$ cat src/rtl/mem_access_if.sv
// Bundles the EX-side inputs, the data-memory req/ack bus and the WB outputs
// of the memory-access stage. The stage is the bus master.
//
// Handshake: an access is offered while MEM_REQ=1, and MEM_REQ, MEM_WE,
// MEM_ADDR, MEM_BE and MEM_WDATA stay stable until the memory answers.
// MEM_ACK=1 on a rising edge completes that access, and MEM_RDATA is sampled
// on the same edge. MEM_ACK is ignored while MEM_REQ=0.
interface mem_access_if;
  logic        IN_VALID;
  logic [31:0] Ins;
  logic [31:0] Result;
  logic [31:0] Rdata2;
  logic        STALL;
  logic        MEM_REQ;
  logic        MEM_WE;
  logic [31:0] MEM_ADDR;
  logic [3:0]  MEM_BE;
  logic [31:0] MEM_WDATA;
  logic        MEM_ACK;
  logic [31:0] MEM_RDATA;
  logic        WB_VALID;
  logic [31:0] WB_DATA;
  logic        ADDR_ERR;
  logic        TIMEOUT_ERR;

  modport master (
    input  IN_VALID, Ins, Result, Rdata2, MEM_ACK, MEM_RDATA,
    output STALL, MEM_REQ, MEM_WE, MEM_ADDR, MEM_BE, MEM_WDATA,
           WB_VALID, WB_DATA, ADDR_ERR, TIMEOUT_ERR
  );

  modport slave (
    output IN_VALID, Ins, Result, Rdata2, MEM_ACK, MEM_RDATA,
    input  STALL, MEM_REQ, MEM_WE, MEM_ADDR, MEM_BE, MEM_WDATA,
           WB_VALID, WB_DATA, ADDR_ERR, TIMEOUT_ERR
  );
endinterface

$ cat src/rtl/mem_access_stage.sv
// MIPS memory-access stage. Non-memory results pass through to WB in one
// cycle; loads and stores run one big-endian req/ack bus access, stalling
// upstream until the access completes, aborts on misalignment, or times out.
module mem_access_stage #(
  parameter int TIMEOUT = 16
) (
  input  logic             CLK,
  input  logic             RST,
  mem_access_if.master     bus,
  output logic [1:0]       dbg_state_o
);

  localparam int CW = (TIMEOUT > 2) ? $clog2(TIMEOUT) : 1;
  localparam logic [CW-1:0] CNT_LAST = CW'(TIMEOUT - 1);

  typedef enum logic [1:0] {
    S_IDLE   = 2'd0,
    S_ACCESS = 2'd1,
    S_RESP   = 2'd2
  } state_t;

  state_t        state_q, state_d;
  logic          req_q, req_d;
  logic          we_q, we_d;
  logic [31:0]   addr_q, addr_d;
  logic [3:0]    be_q, be_d;
  logic [31:0]   wdata_q, wdata_d;
  logic          wb_valid_q, wb_valid_d;
  logic [31:0]   wb_data_q, wb_data_d;
  logic          addr_err_q, addr_err_d;
  logic          tmo_err_q, tmo_err_d;
  logic [CW-1:0] cnt_q, cnt_d;
  // Access attributes latched at issue, used when the read data returns.
  logic [1:0]    size_q, size_d;   // 0 byte, 1 half, 2 word
  logic          sext_q, sext_d;
  logic [1:0]    off_q, off_d;

  // Instruction decode of the op currently presented by EX.
  logic [5:0]  opc;
  logic        is_mem;
  logic        is_load;
  logic        is_sext;
  logic [1:0]  op_size;
  logic [1:0]  a;
  logic        misaligned;
  logic        unused_ins;

  assign opc        = bus.Ins[31:26];
  assign a          = bus.Result[1:0];
  assign unused_ins = ^bus.Ins[25:0];

  // Classify the opcode: memory or not, direction, width and sign handling.
  always_comb begin
    is_mem  = 1'b1;
    is_load = 1'b0;
    is_sext = 1'b0;
    op_size = 2'd0;
    case (opc)
      6'h20: begin is_load = 1'b1; is_sext = 1'b1; op_size = 2'd0; end
      6'h21: begin is_load = 1'b1; is_sext = 1'b1; op_size = 2'd1; end
      6'h23: begin is_load = 1'b1;                 op_size = 2'd2; end
      6'h24: begin is_load = 1'b1;                 op_size = 2'd0; end
      6'h25: begin is_load = 1'b1;                 op_size = 2'd1; end
      6'h28: op_size = 2'd0;
      6'h29: op_size = 2'd1;
      6'h2B: op_size = 2'd2;
      default: is_mem = 1'b0;
    endcase
    misaligned = ((op_size == 2'd1) && a[0]) || ((op_size == 2'd2) && (a != 2'd0));
  end

  // Read-data lane extraction for the latched offset and width.
  logic [7:0]  rd_byte;
  logic [15:0] rd_half;
  logic [31:0] rd_val;
  always_comb begin
    rd_byte = 8'h00;
    case (off_q)
      2'd0: rd_byte = bus.MEM_RDATA[31:24];
      2'd1: rd_byte = bus.MEM_RDATA[23:16];
      2'd2: rd_byte = bus.MEM_RDATA[15:8];
      default: rd_byte = bus.MEM_RDATA[7:0];
    endcase
    rd_half = off_q[1] ? bus.MEM_RDATA[15:0] : bus.MEM_RDATA[31:16];
    case (size_q)
      2'd0:    rd_val = {{24{sext_q & rd_byte[7]}}, rd_byte};
      2'd1:    rd_val = {{16{sext_q & rd_half[15]}}, rd_half};
      default: rd_val = bus.MEM_RDATA;
    endcase
  end

  // Next-state and output-register logic; pulses default low every cycle.
  always_comb begin
    state_d    = state_q;
    req_d      = req_q;
    we_d       = we_q;
    addr_d     = addr_q;
    be_d       = be_q;
    wdata_d    = wdata_q;
    wb_valid_d = 1'b0;
    wb_data_d  = wb_data_q;
    addr_err_d = 1'b0;
    tmo_err_d  = 1'b0;
    cnt_d      = cnt_q;
    size_d     = size_q;
    sext_d     = sext_q;
    off_d      = off_q;
    case (state_q)
      S_IDLE: begin
        if (bus.IN_VALID) begin
          if (!is_mem) begin
            wb_data_d  = bus.Result;
            wb_valid_d = 1'b1;
          end else if (misaligned) begin
            addr_err_d = 1'b1;
          end else begin
            req_d   = 1'b1;
            we_d    = ~is_load;
            addr_d  = {bus.Result[31:2], 2'b00};
            cnt_d   = '0;
            size_d  = op_size;
            sext_d  = is_sext;
            off_d   = a;
            case (op_size)
              2'd0: begin
                be_d    = 4'b1000 >> a;
                wdata_d = {4{bus.Rdata2[7:0]}};
              end
              2'd1: begin
                be_d    = a[1] ? 4'b0011 : 4'b1100;
                wdata_d = {2{bus.Rdata2[15:0]}};
              end
              default: begin
                be_d    = 4'b1111;
                wdata_d = bus.Rdata2;
              end
            endcase
            state_d = S_ACCESS;
          end
        end
      end
      S_ACCESS: begin
        if (bus.MEM_ACK) begin
          req_d      = 1'b0;
          wb_valid_d = ~we_q;
          if (!we_q) wb_data_d = rd_val;
          state_d    = S_RESP;
        end else if (cnt_q == CNT_LAST) begin
          req_d     = 1'b0;
          tmo_err_d = 1'b1;
          state_d   = S_IDLE;
        end else begin
          cnt_d = cnt_q + 1'b1;
        end
      end
      S_RESP: state_d = S_IDLE;
      default: state_d = S_IDLE;
    endcase
  end

  // State and output registers with synchronous reset.
  always_ff @(posedge CLK) begin
    if (RST) begin
      state_q    <= S_IDLE;
      req_q      <= 1'b0;
      we_q       <= 1'b0;
      addr_q     <= '0;
      be_q       <= '0;
      wdata_q    <= '0;
      wb_valid_q <= 1'b0;
      wb_data_q  <= '0;
      addr_err_q <= 1'b0;
      tmo_err_q  <= 1'b0;
      cnt_q      <= '0;
      size_q     <= '0;
      sext_q     <= 1'b0;
      off_q      <= '0;
    end else begin
      state_q    <= state_d;
      req_q      <= req_d;
      we_q       <= we_d;
      addr_q     <= addr_d;
      be_q       <= be_d;
      wdata_q    <= wdata_d;
      wb_valid_q <= wb_valid_d;
      wb_data_q  <= wb_data_d;
      addr_err_q <= addr_err_d;
      tmo_err_q  <= tmo_err_d;
      cnt_q      <= cnt_d;
      size_q     <= size_d;
      sext_q     <= sext_d;
      off_q      <= off_d;
    end
  end

  // Stall while an access is in flight, or while a memory op is being taken.
  assign bus.STALL = (state_q == S_ACCESS) ||
                     ((state_q == S_IDLE) && bus.IN_VALID && is_mem);

  assign bus.MEM_REQ     = req_q;
  assign bus.MEM_WE      = we_q;
  assign bus.MEM_ADDR    = addr_q;
  assign bus.MEM_BE      = be_q;
  assign bus.MEM_WDATA   = wdata_q;
  assign bus.WB_VALID    = wb_valid_q;
  assign bus.WB_DATA     = wb_data_q;
  assign bus.ADDR_ERR    = addr_err_q;
  assign bus.TIMEOUT_ERR = tmo_err_q;
  assign dbg_state_o     = state_q;

endmodule
$ cat src/flat_wrapper.sv
// flat-port wrapper written by rule: the top's interface ports become plain ports
module mem_access_stage_flat 
#(
  parameter int TIMEOUT = 16
)
  (CLK, RST, dbg_state_o, bus_IN_VALID, bus_Ins, bus_Result, bus_Rdata2, bus_MEM_ACK, bus_MEM_RDATA, bus_STALL, bus_MEM_REQ, bus_MEM_WE, bus_MEM_ADDR, bus_MEM_BE, bus_MEM_WDATA, bus_WB_VALID, bus_WB_DATA, bus_ADDR_ERR, bus_TIMEOUT_ERR);
  mem_access_if bus_i ();
  input  logic CLK;
  input  logic RST;
  output logic [1:0] dbg_state_o;
  input wire logic [$bits(bus_i.IN_VALID)-1:0] bus_IN_VALID;
  input wire logic [$bits(bus_i.Ins)-1:0] bus_Ins;
  input wire logic [$bits(bus_i.Result)-1:0] bus_Result;
  input wire logic [$bits(bus_i.Rdata2)-1:0] bus_Rdata2;
  input wire logic [$bits(bus_i.MEM_ACK)-1:0] bus_MEM_ACK;
  input wire logic [$bits(bus_i.MEM_RDATA)-1:0] bus_MEM_RDATA;
  output wire logic [$bits(bus_i.STALL)-1:0] bus_STALL;
  output wire logic [$bits(bus_i.MEM_REQ)-1:0] bus_MEM_REQ;
  output wire logic [$bits(bus_i.MEM_WE)-1:0] bus_MEM_WE;
  output wire logic [$bits(bus_i.MEM_ADDR)-1:0] bus_MEM_ADDR;
  output wire logic [$bits(bus_i.MEM_BE)-1:0] bus_MEM_BE;
  output wire logic [$bits(bus_i.MEM_WDATA)-1:0] bus_MEM_WDATA;
  output wire logic [$bits(bus_i.WB_VALID)-1:0] bus_WB_VALID;
  output wire logic [$bits(bus_i.WB_DATA)-1:0] bus_WB_DATA;
  output wire logic [$bits(bus_i.ADDR_ERR)-1:0] bus_ADDR_ERR;
  output wire logic [$bits(bus_i.TIMEOUT_ERR)-1:0] bus_TIMEOUT_ERR;
  assign bus_i.IN_VALID = bus_IN_VALID;
  assign bus_i.Ins = bus_Ins;
  assign bus_i.Result = bus_Result;
  assign bus_i.Rdata2 = bus_Rdata2;
  assign bus_i.MEM_ACK = bus_MEM_ACK;
  assign bus_i.MEM_RDATA = bus_MEM_RDATA;
  assign bus_STALL = bus_i.STALL;
  assign bus_MEM_REQ = bus_i.MEM_REQ;
  assign bus_MEM_WE = bus_i.MEM_WE;
  assign bus_MEM_ADDR = bus_i.MEM_ADDR;
  assign bus_MEM_BE = bus_i.MEM_BE;
  assign bus_MEM_WDATA = bus_i.MEM_WDATA;
  assign bus_WB_VALID = bus_i.WB_VALID;
  assign bus_WB_DATA = bus_i.WB_DATA;
  assign bus_ADDR_ERR = bus_i.ADDR_ERR;
  assign bus_TIMEOUT_ERR = bus_i.TIMEOUT_ERR;
  mem_access_stage #(.TIMEOUT(TIMEOUT)) u_core (.CLK(CLK), .RST(RST), .bus(bus_i), .dbg_state_o(dbg_state_o));
endmodule
$ cat config.mk
export PLATFORM = sky130hd
export DESIGN_NAME = mem_access_stage_flat
export DESIGN_NICKNAME = d
export VERILOG_FILES = /design/src/rtl/mem_access_if.sv /design/src/rtl/mem_access_stage.sv /design/src/flat_wrapper.sv
export SDC_FILE = /design/constraint.sdc
export NUM_CORES = 1
export LEC_CHECK = 0
export CAP_MARGIN = 10
export CORE_UTILIZATION = 39
export CTS_CLUSTER_DIAMETER = 50
export DETAILED_ROUTE_END_ITERATION = 10
export PLACE_DENSITY = 0.82
export SETUP_SLACK_MARGIN = 0.15
export SKIP_LAST_GASP = 1
export SYNTH_ARGS = -nofsm -noshare
export SYNTH_HDL_FRONTEND = slang
export SYNTH_SLANG_ARGS = --single-unit
$ cat constraint.sdc
create_clock -name CLK -period 2.09 [get_ports CLK]
set_clock_uncertainty 0.05 [all_clocks]
set_input_delay 0.627 -clock CLK [delete_from_list [all_inputs] [get_ports CLK]]
set_output_delay 0.627 -clock CLK [all_outputs]
set_load 0.03 [all_outputs]
---- Word-level counts from Yosys, hierarchy flattened ----
Index checks and enable logic that the tools add are counted.
Widths: inputs -> output; s select.
operators by class
  add/sub/neg operators ................... 1
  eq/ne operators ......................... 24
  shift-type cells ........................ 1
  multiplexer cells ....................... 39
  bitwise operators ....................... 9
  reductions and logical operators ........ 24
operator list
  cell                 number
  $pmux 32 s2          3
  $mux 32              4
  $eq 6x6->1 const B   8
  $mux 4               6
  $pmux 8 s3           1
  $mux 16              1
  $pmux 4 s2           2
  $ne 2x2->1 const B   7
  $mux 1               13
  $mux 2               5
  $reduce_and 5->1     2
  $eq 2x1->1 const B   4
  $logic_not 2->1      4
  $pmux 2 s2           2
  $reduce_and 4->1     2
  $reduce_or 8->1      1
  $not 1->1            7
  $reduce_and 6->1     1
  $reduce_or 3->1      2
  $reduce_or 5->1      1
  $add 4x1->4 const B  1
  $eq 2x2->1 const B   2
  $eq 4x4->1 const B   1
  $logic_and 1x1->1    4
  9 further kinds      14
word-level totals
  flip-flop bits (word level) ............. 114
  input bits .............................. 132
  logic and storage cells ................. 112

---- Depth between registers and ports, before layout ----
  depth after elaboration ................. 10
  gate-level depth with buffers ........... 7
  depth with buffers taken out ............ 5

---- Least setup slack after synthesis ----
OpenSTA, ideal clock, no wires.
  path type ............................... input port to output port
  start point ............................. in bus_Ins[29]
  end point ............................... out bus_STALL
  data arrival time ....................... 1.834 ns
  path slack .............................. -0.421 ns
  stages .................................. 5
  buffers on the path ..................... 1
  cells stage by stage .................... o21ai_2 -> and3_4 -> clkbuf_1 -> a21oi_1 -> nor2_1
on the way
  longest elaborated chain between the ends .. 5
  elaborated cells on any way between the ends .. 12
RTL lines
  what                                RTL line                 source
  start, declared                     flat_wrapper.sv:12       input wire logic [$bits(bus_i.Ins)-1:0] bus_Ins;
  $eq 6x6->1                          mem_access_stage.sv:58   case (opc)
  $reduce_or 8->1 (no source line) *  n/a
  $mux 1 *                            mem_access_stage.sv:58
  $logic_and 1x1->1 *                 mem_access_stage.sv:198  ((state_q == S_IDLE) && bus.IN_VALID && is_mem);
  $logic_or 1x1->1 *                  mem_access_stage.sv:197  assign bus.STALL = (state_q == S_ACCESS) ||
  end, declared                       flat_wrapper.sv:17       output wire logic [$bits(bus_i.STALL)-1:0] bus_STALL;
Mark *: on every way between the ends. The rest lies on a longest branch, timed or not.

---- Worst setup path after layout ----
  start point ............................. in bus_Ins[26]
  end point ............................... out bus_STALL
Same word-level chain as after synthesis.

==> metrics.txt <==
status=finished with violations; failing checks=negative setup slack; CP max-delay cell=dlygate4sd2_1; Final HPWL DP=15,100 um; arrival time worst endpoint=1.53 ns; slew margin rel.=0.556; dpl cell area=8520 um2; most common cell after layout, fill and taps aside=dfxtp_1; port buffer count=between 200 and 250; effective utilization at floorplan=0.407; sequential power share=0.356; Clock transition at path regs=0.05 ns; final core utilization=0.666; leading area contributor after synthesis=dfxtp_1; Buf/Inv on CP=2; Die X=123 um; # IOs=240; nature of the critical path startpoint=input pin; Synth Flop Type=dfxtp_1; DIE AREA=15,200 um2; register area share after synthesis=0.398; Hold Crit Class=register to register; yosys warns=0; CTS Sinks=around 110; leak pwr=between 3 and 4 nW; total wire length=22,300 um; largest net degree at the start of global routing=61; internal cell power=0.00475 W; setup violators final=1; global route total overflow=0; CP cell instances=dlygate4sd2_1 > nand2b_4 > and3_4 > a21oi_4 > nor2_4 > buf_6; Setup Crit Path Kind=input pin to output pin; Final #Nets=1,073; Root Buffer=clkbuf_16; Syn-to-layout area delta=63.5%; Worst-Skew Late Latency=0.42 ns; most frequent cells in the layout=112 x dfxtp_1, 107 x dlygate4sd2_1, 93 x clkdlybuf4s50_1; NetSw=0.00176 W; die span in y=123 um; max-cap violations=0; clock share of power=0.468; worst vdd ir=545 uV; Worst EP required=1.41 ns; Max clock buf depth=2; post-route non-filler standard cell count=around 1,100; gr usage total=0.290; FP Rows=43; CTS tree=built; total number of vias=6,659; Setup crit end kind=output pin; Yosys top cell area share=0.398; Syn Std Cell Area=5740 um2; fmax=454 MHz; sw frac=0.271; RSZ-0062 raised after global routing=yes; Synth Instances=696; RD Place Congestion=0.876; first-pass GRT wire length=33,000 um; TritonCTS buffer count=17; Power Dens Cells=around 700 nW/um2; setup ws final=-0.114 ns; Fin. Hold Viols=0; Cell variety after synth=57; Crit path max-delay family=buffers and inverters; Core Area=14,100 um2; Hold Slack=0.419 ns; final instance area=9390 um2; Vias/cell=~6; EDFF count, synth=0; top post-synthesis cells by area=dfxtp_1 40%, a21oi_1 7.4%, a211oi_1 4.7%; Seq cells post-synth=114; Tmin final=approximately 2.2 ns; Critical Path Max Stage Delay=0.26 ns; routed len/inst=19.7 um; H-tree Lvls=4; initial antenna violation count=0; placed insts=1,090; async set-reset flop share out of synthesis=0; fin crit share=1.05; Logic pwr share=0.176; vias in the first global route=6,219; Crit Path Max Fanout=3; setup TNS=-0.114 ns; syn avg cell area=roughly 8.2 um2; Worst Tran Pin Value=0.666 ns; DR iter-0 viols=699; DRC violations left=0; ANT nets after route=0; n_diodes=0; Final Max Slew Viols=0; layout cells sized above 1=0.192; hold_buf cts=0; DRT Pass-1 Iters=5
[cells in the mapped netlist (all sizes together), types with 25 or more instances]
cell and n:
a211oi 36, nand3 50, nand2 38, clkbuf 47, or4 25, nor2 30
o32ai 26, buf 29, inv 27, dfxtp 114, o21ai 48, a21oi 85
[power groups by stage]
stage	clock [W]	combinational, W	sequential, W
after CTS	0.00306	0.00111	0.00231
after detailed placement	0	0.00114	0.00236
after global routing	0.00319	0.00121	0.00232
after floorplan	0	0.000349	0.00253
after global placement	0	0.00113	0.00236
final	0.00305	0.00115	0.00231
[per-layer routing]
metal  up-vias  global-route usage  routed length (um)
met5         -                   0                   0
met4         0               0.152                 830
met3        62              0.0918                2230
met2       357               0.457               10500
met1      3126               0.352                8810
li1       3114                   -                   -
[worst register-to-register path: cells and delay by family, from the launching register on]
kind	cells	cell delay, ns
compound gates	3	0.61
flops	1	0.45
buf+inv	2	0.34
mux	1	0.29
[area by class of cell]
cell class / instances / area, um2
fill: 1157 / 4710
multi-input combinational: 481 / 3300
timing repair buffer: 299 / 2850
sequential: 114 / 2290
clock buffer: 20 / 467
tap: 180 / 225
clock inverter: 12 / 155
inverter: 27 / 101
[flip-flops by register name, summed over array words and instances, names as in the netlist, 2 cells and up]
signal / count
u_core.bus.WB_DATA: 32
u_core.bus.MEM_WDATA: 32
u_core.dbg_state_o: 2
u_core.bus.MEM_BE: 4
u_core.size_q: 2
u_core.off_q: 2
u_core.bus.MEM_ADDR: 30
u_core.cnt_q: 4
[through the flow]
step           worst slack (ns)  power [W]
6_report                 -0.114    0.00651
2_1_floorplan           -0.0468    0.00288
4_1_cts                  -0.113    0.00648
3_3_place_gp             -0.650    0.00349
5_1_grt                  -0.145    0.00673
3_5_place_dp             -0.615    0.00350
[path summary, 6_finish.rpt]
kind	from	end	slack, ns	depth (start not counted)
worst min-delay path	u_core.bus.MEM_REQ$_SDFFE_PP0P_	u_core.bus.MEM_REQ$_SDFFE_PP0P_	0.42	1
worst max-delay path	bus_Ins[26]	bus_STALL	-0.11	6
worst min register to register	u_core.bus.MEM_REQ$_SDFFE_PP0P_	u_core.bus.MEM_REQ$_SDFFE_PP0P_	0.42	1
worst max register to register	u_core.off_q[1]$_SDFFE_PP0P_	u_core.bus.WB_DATA[11]$_SDFFE_PP0P_	0.20	6
[cells by family (layout without fill, tap and decap cells)]
family                   count (synthesis)  in the layout  synth area share
other                                    1              2          0.000653
buffers and inverters                  103            358            0.0763
adder cells (fa/ha/maj)                  1              1           0.00218
AND/OR/NAND/NOR                        201            201             0.195
flip-flops                             114            114             0.398
multiplexers                            13             13            0.0229
AO/OA/AOI/OAI                          261            262             0.302
XOR/XNOR                                 2              2           0.00305
[what timing repair did]
action / 4_1_cts / 5_1_grt
cloned: 1 / 2
pin swaps: 5 / 8
buffers inserted: 5 / 3
setup endpoints to repair: 211 / 46
gates resized for setup: 150 / 30
Power figures use the tool's default switching activity.
